File: src/rtl/phys_reg_free_list.sv
// ---------------------------------------------------------------------------
// phys_reg_free_list
//
// Circular FIFO of free physical-register tags feeding the rename stage.
// Head is where rename takes tags, tail is where the ROB returns them.
// Each pointer carries one extra msb so that a full list and an empty list
// can be told apart. Several checkpoint columns hold saved copies of head so
// that a mispredicted path can give back every tag it took with one restore.
//
// Ports
//   CLK                        single clock, rising edge
//   nRST                       asynchronous active-low reset
//   dequeue_valid              rename requests a free tag this cycle
//   dequeue_ready              list is non-empty
//   dequeue_phys_reg_tag       tag at head (combinational)
//   enqueue_valid              ROB returns a freed tag
//   enqueue_phys_reg_tag       tag to append at tail
//   save_checkpoint_valid      capture post-dequeue head into a column
//   save_checkpoint_column     column to write
//   restore_checkpoint_valid   roll head back to a column
//   restore_checkpoint_column  column to read
//   free_list_full             all FREE_LIST_DEPTH slots occupied
//   enqueue_overflow           sticky: an enqueue arrived while full
// ---------------------------------------------------------------------------
module phys_reg_free_list #(
  parameter int FREE_LIST_DEPTH       = 64,
  parameter int CHECKPOINT_COLUMNS    = 4,
  parameter int NUM_PHYS_REGS         = 64,
  parameter int NUM_ARCH_REGS         = 32,
  localparam int LOG_FREE_LIST_DEPTH  = $clog2(FREE_LIST_DEPTH),
  localparam int PTR_W                = LOG_FREE_LIST_DEPTH + 1,
  localparam int TAG_W                = $clog2(NUM_PHYS_REGS),
  localparam int COL_W                = (CHECKPOINT_COLUMNS > 1) ? $clog2(CHECKPOINT_COLUMNS) : 1
) (
  input  logic             CLK,
  input  logic             nRST,
  input  logic             dequeue_valid,
  output logic             dequeue_ready,
  output logic [TAG_W-1:0] dequeue_phys_reg_tag,
  input  logic             enqueue_valid,
  input  logic [TAG_W-1:0] enqueue_phys_reg_tag,
  input  logic             save_checkpoint_valid,
  input  logic [COL_W-1:0] save_checkpoint_column,
  input  logic             restore_checkpoint_valid,
  input  logic [COL_W-1:0] restore_checkpoint_column,
  output logic             free_list_full,
  output logic             enqueue_overflow
);

  // Tags not bound to an architectural register at reset are the free ones.
  localparam int NUM_FREE_AT_RESET = NUM_PHYS_REGS - NUM_ARCH_REGS;

  typedef logic [PTR_W-1:0] ptr_t;
  typedef logic [TAG_W-1:0] tag_t;

  ptr_t head_q, head_d;
  ptr_t tail_q, tail_d;
  logic overflow_q, overflow_d;
  tag_t entry_q  [FREE_LIST_DEPTH];
  ptr_t column_q [CHECKPOINT_COLUMNS];

  logic list_empty;
  logic list_full;
  logic dequeue_fire;
  logic enqueue_fire;
  logic save_fire;
  ptr_t head_after_dequeue;

  // Equal pointers mean empty; equal slot bits with opposite wrap bits mean full.
  assign list_empty = (head_q == tail_q);
  assign list_full  = (head_q[LOG_FREE_LIST_DEPTH-1:0] == tail_q[LOG_FREE_LIST_DEPTH-1:0]) &&
                      (head_q[LOG_FREE_LIST_DEPTH] != tail_q[LOG_FREE_LIST_DEPTH]);

  // A restore wins over a dequeue: the tag shown this cycle belongs to the
  // path being squashed, so it must not be consumed.
  assign dequeue_fire = dequeue_valid && !list_empty && !restore_checkpoint_valid;
  assign enqueue_fire = enqueue_valid && !list_full;
  assign save_fire    = save_checkpoint_valid && !restore_checkpoint_valid;

  // A saved checkpoint must already account for the tag taken in the same
  // cycle, otherwise a later restore would hand that tag out twice.
  assign head_after_dequeue = dequeue_fire ? (head_q + ptr_t'(1)) : head_q;

  always_comb begin
    head_d     = head_after_dequeue;
    tail_d     = tail_q;
    overflow_d = overflow_q;
    if (restore_checkpoint_valid) begin
      head_d = column_q[restore_checkpoint_column];
    end
    if (enqueue_fire) begin
      tail_d = tail_q + ptr_t'(1);
    end
    if (enqueue_valid && list_full) begin
      overflow_d = 1'b1;
    end
  end

  always_ff @(posedge CLK or negedge nRST) begin
    if (!nRST) begin
      head_q     <= '0;
      tail_q     <= ptr_t'(NUM_FREE_AT_RESET);
      overflow_q <= 1'b0;
    end else begin
      head_q     <= head_d;
      tail_q     <= tail_d;
      overflow_q <= overflow_d;
    end
  end

  // Tag storage. Enqueued data is only readable from the next cycle; there is
  // deliberately no bypass from enqueue to the head output.
  always_ff @(posedge CLK or negedge nRST) begin
    if (!nRST) begin
      for (int i = 0; i < FREE_LIST_DEPTH; i++) begin
        entry_q[i] <= (i < NUM_FREE_AT_RESET) ? tag_t'(i + NUM_ARCH_REGS) : '0;
      end
    end else if (enqueue_fire) begin
      entry_q[tail_q[LOG_FREE_LIST_DEPTH-1:0]] <= enqueue_phys_reg_tag;
    end
  end

  // Checkpoint columns: only a save (without a concurrent restore) writes them.
  always_ff @(posedge CLK or negedge nRST) begin
    if (!nRST) begin
      for (int i = 0; i < CHECKPOINT_COLUMNS; i++) begin
        column_q[i] <= '0;
      end
    end else if (save_fire) begin
      column_q[save_checkpoint_column] <= head_after_dequeue;
    end
  end

  assign dequeue_ready        = !list_empty;
  assign dequeue_phys_reg_tag = entry_q[head_q[LOG_FREE_LIST_DEPTH-1:0]];
  assign free_list_full       = list_full;
  assign enqueue_overflow     = overflow_q;

endmodule
File: config.mk
export PLATFORM = sky130hd
export DESIGN_NAME = phys_reg_free_list
export DESIGN_NICKNAME = d
export VERILOG_FILES = /design/src/rtl/phys_reg_free_list.sv
export SDC_FILE = /design/constraint.sdc
export NUM_CORES = 1
export LEC_CHECK = 0
export ABC_CLOCK_PERIOD_IN_PS = 5200
export BUFFER_PORTS_ARGS = -buffer_cell sky130_fd_sc_hd__buf_4
export CAP_MARGIN = 0
export CORE_AREA = 2 2 265 267
export CTS_BUF_LIST = sky130_fd_sc_hd__clkbuf_4 sky130_fd_sc_hd__clkbuf_8 sky130_fd_sc_hd__clkbuf_16
export DETAILED_ROUTE_END_ITERATION = 7
export DIE_AREA = 0 0 267 269
export PLACE_DENSITY_LB_ADDON = 0.15
export SLEW_MARGIN = 20
export SYNTH_ARGS = -nofsm -noshare
export SYNTH_HDL_FRONTEND = slang
export SYNTH_SLANG_ARGS = --single-unit
File: constraint.sdc
create_clock -name CLK -period 5.2 [get_ports CLK]
set_input_delay 1.04 -clock CLK [delete_from_list [all_inputs] [get_ports CLK]]
set_output_delay 1.04 -clock CLK [all_outputs]
set_load 0.01 [all_outputs]
# Word-level counts from Yosys, hierarchy flattened
# Index checks and enable logic that the tools add are counted.
# word_totals
wordCells	111
out_inout_bits	9
inputBits	16
ff_bits	427
# classes
eq_ne	3
magnitude_cmp	6
add_sub_neg	2
bitwise	4
n_reduce_logical	11
mux	14
# ops
op	n
$bwmux W384	1
$bmux W6 S6	1
$demux W6 S6	1
$mux W7	5
$bwmux W28	1
$mux W6	3
$add A7 B1 Y7 const B	2
$bmux W7 S2	1
$demux W7 S2	1
$ge A7 B7 Y1 const B	2
$not A6 Y7	2
$logic_and A1 B1 Y1	8
$eq A7 B7 Y1	1
$lt A7 B1 Y1 const B	1
$eq A6 B6 Y1	1
$ge A3 B3 Y1 const B	2
$not A2 Y3	2
$logic_not A1 Y1	3
$lt A3 B1 Y1 const B	1
$ne A1 B1 Y1	1

# Longest topological paths before layout
# logic_depth
depth_word	6
depth_mapped	9
ltp_nobuf	5

# Worst setup path after synthesis
# No wires, ideal clock.
# synth_path
path_type	register to output
from	register head_q[0]
to	output dequeue_phys_reg_tag[0]
path_stages_with_launch	8
required_time_ps	4160
path_buffers	3
path_slack_ps	2131
t_arrival_ps	2029
path_cell_list	dfrtp_1 buf_6 buf_6 buf_4 mux4_2 a211oi_1 o21ai_0 and4_1
# synth_between
elab_chain_len	4
# synth_rtl
item	line	source
start, declared	56	ptr_t head_q, head_d;
start signal, assigned	101	head_q <= '0;
start signal, assigned	105	head_q <= head_d;
$not A6 Y7 (not written as such)	135	assign dequeue_phys_reg_tag = entry_q[head_q[LOG_FREE_LIST_DEPTH-1:0]];
$bmux W6 S6	135	
$mux W6 (not written as such) (2 in a row)	135	
end, declared	39	output logic [TAG_W-1:0] dequeue_phys_reg_tag,
# No other way between the ends. The select of a mux whose other input is x is not followed.

# Worst setup path after layout
# layout_path
from	register head_q[1]
to	output dequeue_phys_reg_tag[2]
# The elaborated chain is that of the path after synthesis.

==> metrics.txt <==
# TYPE chip_impl_metric gauge
chip_impl_metric{name="final_min_period_over_clock_period",unit=""} 0.918
chip_impl_info{name="synth_ff_type",value="sky130_fd_sc_hd__dfrtp_1"} 1
chip_impl_metric{name="post_cts_resize_count",unit=""} 0
chip_impl_metric{name="setup_viol",unit=""} 0
chip_impl_metric{name="number_of_flip_flops_and_latches_in_the_synthesized_netlist",unit=""} 427
chip_impl_metric{name="ctsHtreeMaxLevel",unit=""} 2
chip_impl_info{name="cells_taking_the_most_area_after_synthesis",value="sky130_fd_sc_hd__dfrtp_1, sky130_fd_sc_hd__dfstp_2, sky130_fd_sc_hd__mux2_2"} 1
chip_impl_metric{name="synth_top_cell_area_share",unit=""} 0.383
chip_impl_info{name="crit_path_cell_trace",value="nand3_1 -> o221ai_1 -> a21oi_1 -> a221oi_1 -> a31o_2 -> buf_4"} 1
chip_impl_metric{name="routedWlPerCell",unit="um"} 24.1
chip_impl_metric{name="p_sw_frac",unit=""} 0.316
chip_impl_metric{name="wl_met1",unit="mm"} 27.2
chip_impl_metric{name="cp.arrival",unit="ns"} 3.73
chip_impl_metric{name="fp.dieW",unit="um"} 267
chip_impl_info{name="hold_class",value="input port to asynchronous set/reset pin"} 1
chip_impl_metric{name="antenna_cells",unit=""} 0
chip_impl_metric{name="detail_route.wirelength",unit="mm"} 56.6
chip_impl_metric{name="vias_in_the_first_global_route",unit=""} 12419
chip_impl_metric{name="drt.antenna.violating_nets",unit=""} 0
chip_impl_metric{name="place_congestion",unit=""} 0.776
chip_impl_metric{name="synth-async-reset-ratio",unit=""} 1.00
chip_impl_metric{name="finalWorstPathRequiredPeriod",unit="ns"} 4.77
chip_impl_metric{name="largest_voltage_drop_on_the_vdd_net",unit="uV"} 219
chip_impl_metric{name="power.combinational.fraction",unit=""} 0.265
chip_impl_metric{name="grt_antenna_before_repair",unit=""} 0
chip_impl_metric{name="critical_path_required",unit="ns"} 4.16
chip_impl_metric{name="grt_usage",unit=""} 0.161
chip_impl_metric{name="wire_length_of_the_first_global_routing_pass",unit="mm"} 85.7
chip_impl_metric{name="wl_met3",unit="mm"} 2.58
chip_impl_metric{name="fin_tns_setup",unit="ns"} 0
chip_impl_info{name="tritoncts",value="built"} 1
chip_impl_metric{name="routed_length_on_met2",unit="mm"} 25.6
chip_impl_metric{name="post_synth_num_cell_types",unit=""} 57
chip_impl_metric{name="syn_warnings",unit=""} 0
chip_impl_info{name="yosys.cell_count.top_type",value="sky130_fd_sc_hd__dfrtp_1"} 1
chip_impl_info{name="post_synth_most_frequent_cells",value="sky130_fd_sc_hd__dfrtp_1, sky130_fd_sc_hd__mux2_2, sky130_fd_sc_hd__mux2_1, sky130_fd_sc_hd__dfstp_2, sky130_fd_sc_hd__mux4_2"} 1
chip_impl_metric{name="placement.io_buffers",unit=""} 24
chip_impl_metric{name="non_filler_cells_in_the_finished_layout",unit=""} 2346
chip_impl_metric{name="pwr-share-clk",unit=""} 0.302
chip_impl_metric{name="core",unit="um^2"} 69300
chip_impl_metric{name="die_area",unit="um^2"} 71800
chip_impl_metric{name="cts.path.max_buffers",unit=""} 3
chip_impl_metric{name="placedCellCount",unit=""} 2254
chip_impl_info{name="grt_setup_unrepaired",value="no"} 1
chip_impl_metric{name="detailedPlace.worstSlack",unit="ns"} 0.989
chip_impl_metric{name="design.final.nets",unit=""} 1385
chip_impl_metric{name="row_count",unit=""} 97
chip_impl_metric{name="pin_count_of_the_biggest_net_entering_global_routing",unit=""} 136
chip_impl_metric{name="power_per_cell_area",unit="nW/um^2"} 528
chip_impl_metric{name="syn-cell-area",unit="um^2"} 20500
chip_impl_info{name="route.top_layer_used",value="met4"} 1
chip_impl_metric{name="clock_sink_count",unit=""} 427
chip_impl_info{name="crit_path_top_delay_cell",value="sky130_fd_sc_hd__dfrtp_4"} 1
chip_impl_metric{name="maxClockFrequency",unit="GHz"} 0.209
chip_impl_metric{name="grt_overflow_total",unit=""} 0
chip_impl_metric{name="timing.max_cap.violations",unit=""} 0
chip_impl_info{name="start_kind",value="flop"} 1
chip_impl_info{name="synth_largest_area_cell",value="sky130_fd_sc_hd__dfrtp_1"} 1
chip_impl_metric{name="number_of_enable_flip_flop_cells_after_synthesis",unit=""} 0
chip_impl_metric{name="synthCells",unit=""} 1411
chip_impl_metric{name="start_util",unit=""} 0.296
chip_impl_metric{name="maxSlewHeadroom",unit=""} 0.296
chip_impl_metric{name="fin_skew",unit="ns"} 0.0242
chip_impl_metric{name="vias_per_cell",unit=""} 5.02
chip_impl_metric{name="worst-path-max-fanout",unit=""} 59
chip_impl_metric{name="syn_nets",unit=""} 1429
chip_impl_metric{name="power.switching",unit="uW"} 3850
chip_impl_metric{name="number_of_buffers_inserted_for_hold_repair_after_clock_tree_synthesis",unit=""} 0
chip_impl_info{name="outcome",value="finished, final reports clean"} 1
chip_impl_metric{name="worstMarginPinSlew",unit="ns"} 1.06
chip_impl_metric{name="cts_setup_buffers",unit=""} 0
chip_impl_metric{name="post_synthesis_mean_instance_area",unit="um^2"} 14.5
chip_impl_metric{name="sequentialPowerShare",unit=""} 0.432
chip_impl_metric{name="seq_area_frac_synth",unit=""} 0.528
chip_impl_metric{name="fill_cells",unit=""} 6772
chip_impl_info{name="timing_worst_setup_path_type",value="flop to output pin"} 1
chip_impl_metric{name="hold_viol_final",unit=""} 0
chip_impl_metric{name="cts.reportedPaths.clkPinSlew",unit="ns"} 0.06
chip_impl_metric{name="drc_errors",unit=""} 0
chip_impl_info{name="clock_tree.root_cell",value="sky130_fd_sc_hd__clkbuf_16"} 1
chip_impl_metric{name="drt_first_pass_iters",unit=""} 5
chip_impl_metric{name="p_total",unit="uW"} 12200
chip_impl_info{name="critical_path.endpoint_type",value="output pin"} 1
chip_impl_metric{name="ratio_of_cells_with_drive_above_1_in_the_final_layout",unit=""} 0.467
chip_impl_metric{name="cell_internal_pwr",unit="uW"} 8350
chip_impl_metric{name="chip_height",unit="um"} 269
chip_impl_metric{name="syn2layout_area_growth",unit="%"} 12.7
chip_impl_metric{name="io_pins",unit=""} 25
chip_impl_metric{name="vias_post_dr",unit=""} 11770
chip_impl_metric{name="setup_ws",unit="ns"} 0.425
chip_impl_metric{name="reg2regPathDepth",unit=""} 7
chip_impl_metric{name="slowest_delay",unit="ns"} 1.08
chip_impl_metric{name="clkLatencyLatePin",unit="ns"} 0.60
chip_impl_metric{name="hpwl",unit="mm"} 35.1
chip_impl_metric{name="static-leakage-power",unit="uW"} 0.0102
chip_impl_metric{name="final_max_slew_viol_count",unit=""} 0
chip_impl_metric{name="drt-initial-drc-count",unit=""} 674
chip_impl_metric{name="tritoncts.num_buffers",unit=""} 51
registers in the layout, indices dropped and copies added, names as in the netlist:
name,count
enqueue_overflow,1
tail_q,7
entry_q,384
head_q,7
column_q,28
per-stage QoR:
| step | instance area, um^2 | hold slack (ns) | util |
|---|---|---|---|
| global placement | 21400 | 0.445 | 0.309 |
| finish | 23100 | 0.384 | 0.334 |
| floorplan | 20500 | 0.445 | - |
| CTS | 23100 | 0.381 | 0.334 |
| global route | 23100 | 0.410 | 0.334 |
| detailed placement | 21400 | 0.454 | 0.309 |
layout by cell type (no fill, tap or decap), drive strengths merged, types with 4 or more instances in the layout:
master,synthesis,layout
a211oi,9,9
and3,18,18
o22ai,9,9
bufinv,0,4
a21oi,27,27
mux4,81,81
o211ai,5,5
mux2i,33,33
mux2,411,411
o31ai,4,4
a221oi,4,4
xor2,8,8
dfrtp,314,314
buf,75,45
and4,6,6
nand2,30,30
clkbuf,67,75
a22oi,12,12
clkinv,0,9
a221o,9,9
nor3b,5,5
nor2b,5,5
xnor2,10,10
or3,30,30
nand3,18,18
nand3b,5,5
dfstp,113,113
o21ai,13,13
a31oi,7,7
nor2,40,40
nand2b,6,6
nor3,9,9
nand4,6,6
layout make-up:
class,count,area [um^2],area share
clock inverters,17,196,0.00849
repair buffers,45,420,0.0182
clock buffers,75,1540,0.0665
inverters,1,3.75,0.000162
multi-input cells,841,8960,0.388
well taps,940,1180,0.0508
flip-flops and latches,427,10800,0.468
metal layers:
layer  global-route usage  up-vias
met1                0.228     6341
met4               0.0436        0
met5                    0        -
li1                     -     5131
met3               0.0307       68
met2                0.252      230
critical path, delay by kind of cell (launching register included):
kind	cells	cell delay [ns]
AOI/OAI and AO/OA	4	1.23
DFF	1	1.08
buffers and inverters	1	0.13
and+or+nand+nor	1	0.63
cells by family after synthesis:
family                   synth area share
multiplexers                        0.337
flip-flops                          0.528
AND/OR/NAND/NOR                    0.0524
buffers and inverters              0.0357
AO/OA/AOI/OAI                      0.0373
XOR/XNOR                          0.00878
adder cells (fa/ha/maj)           0.00122
worst paths after layout:
check | to | startpoint | slack (ns)
max | dequeue_phys_reg_tag[2] | head_q[1] | 0.43
min | column_q[25] | nRST | 0.38
max reg2reg | entry_q[28] | head_q[1] | 1.57
min reg2reg | enqueue_overflow | enqueue_overflow | 0.46
max in group asynchronous | entry_q[378] | nRST | 3.64
min in group CLK | enqueue_overflow | enqueue_overflow | 0.46
power by group through the flow:
stage | Clock [uW] | Sequential, uW | Combinational (uW)
2_1_floorplan | 0 | 4840 | 2520
3_3_place_gp | 0 | 5330 | 3200
3_5_place_dp | 0 | 5320 | 3250
4_1_cts | 3810 | 5280 | 3260
5_1_grt | 3940 | 5410 | 3480
6_report | 3690 | 5280 | 3240
No activity file was read; power rests on OpenSTA's default activity.
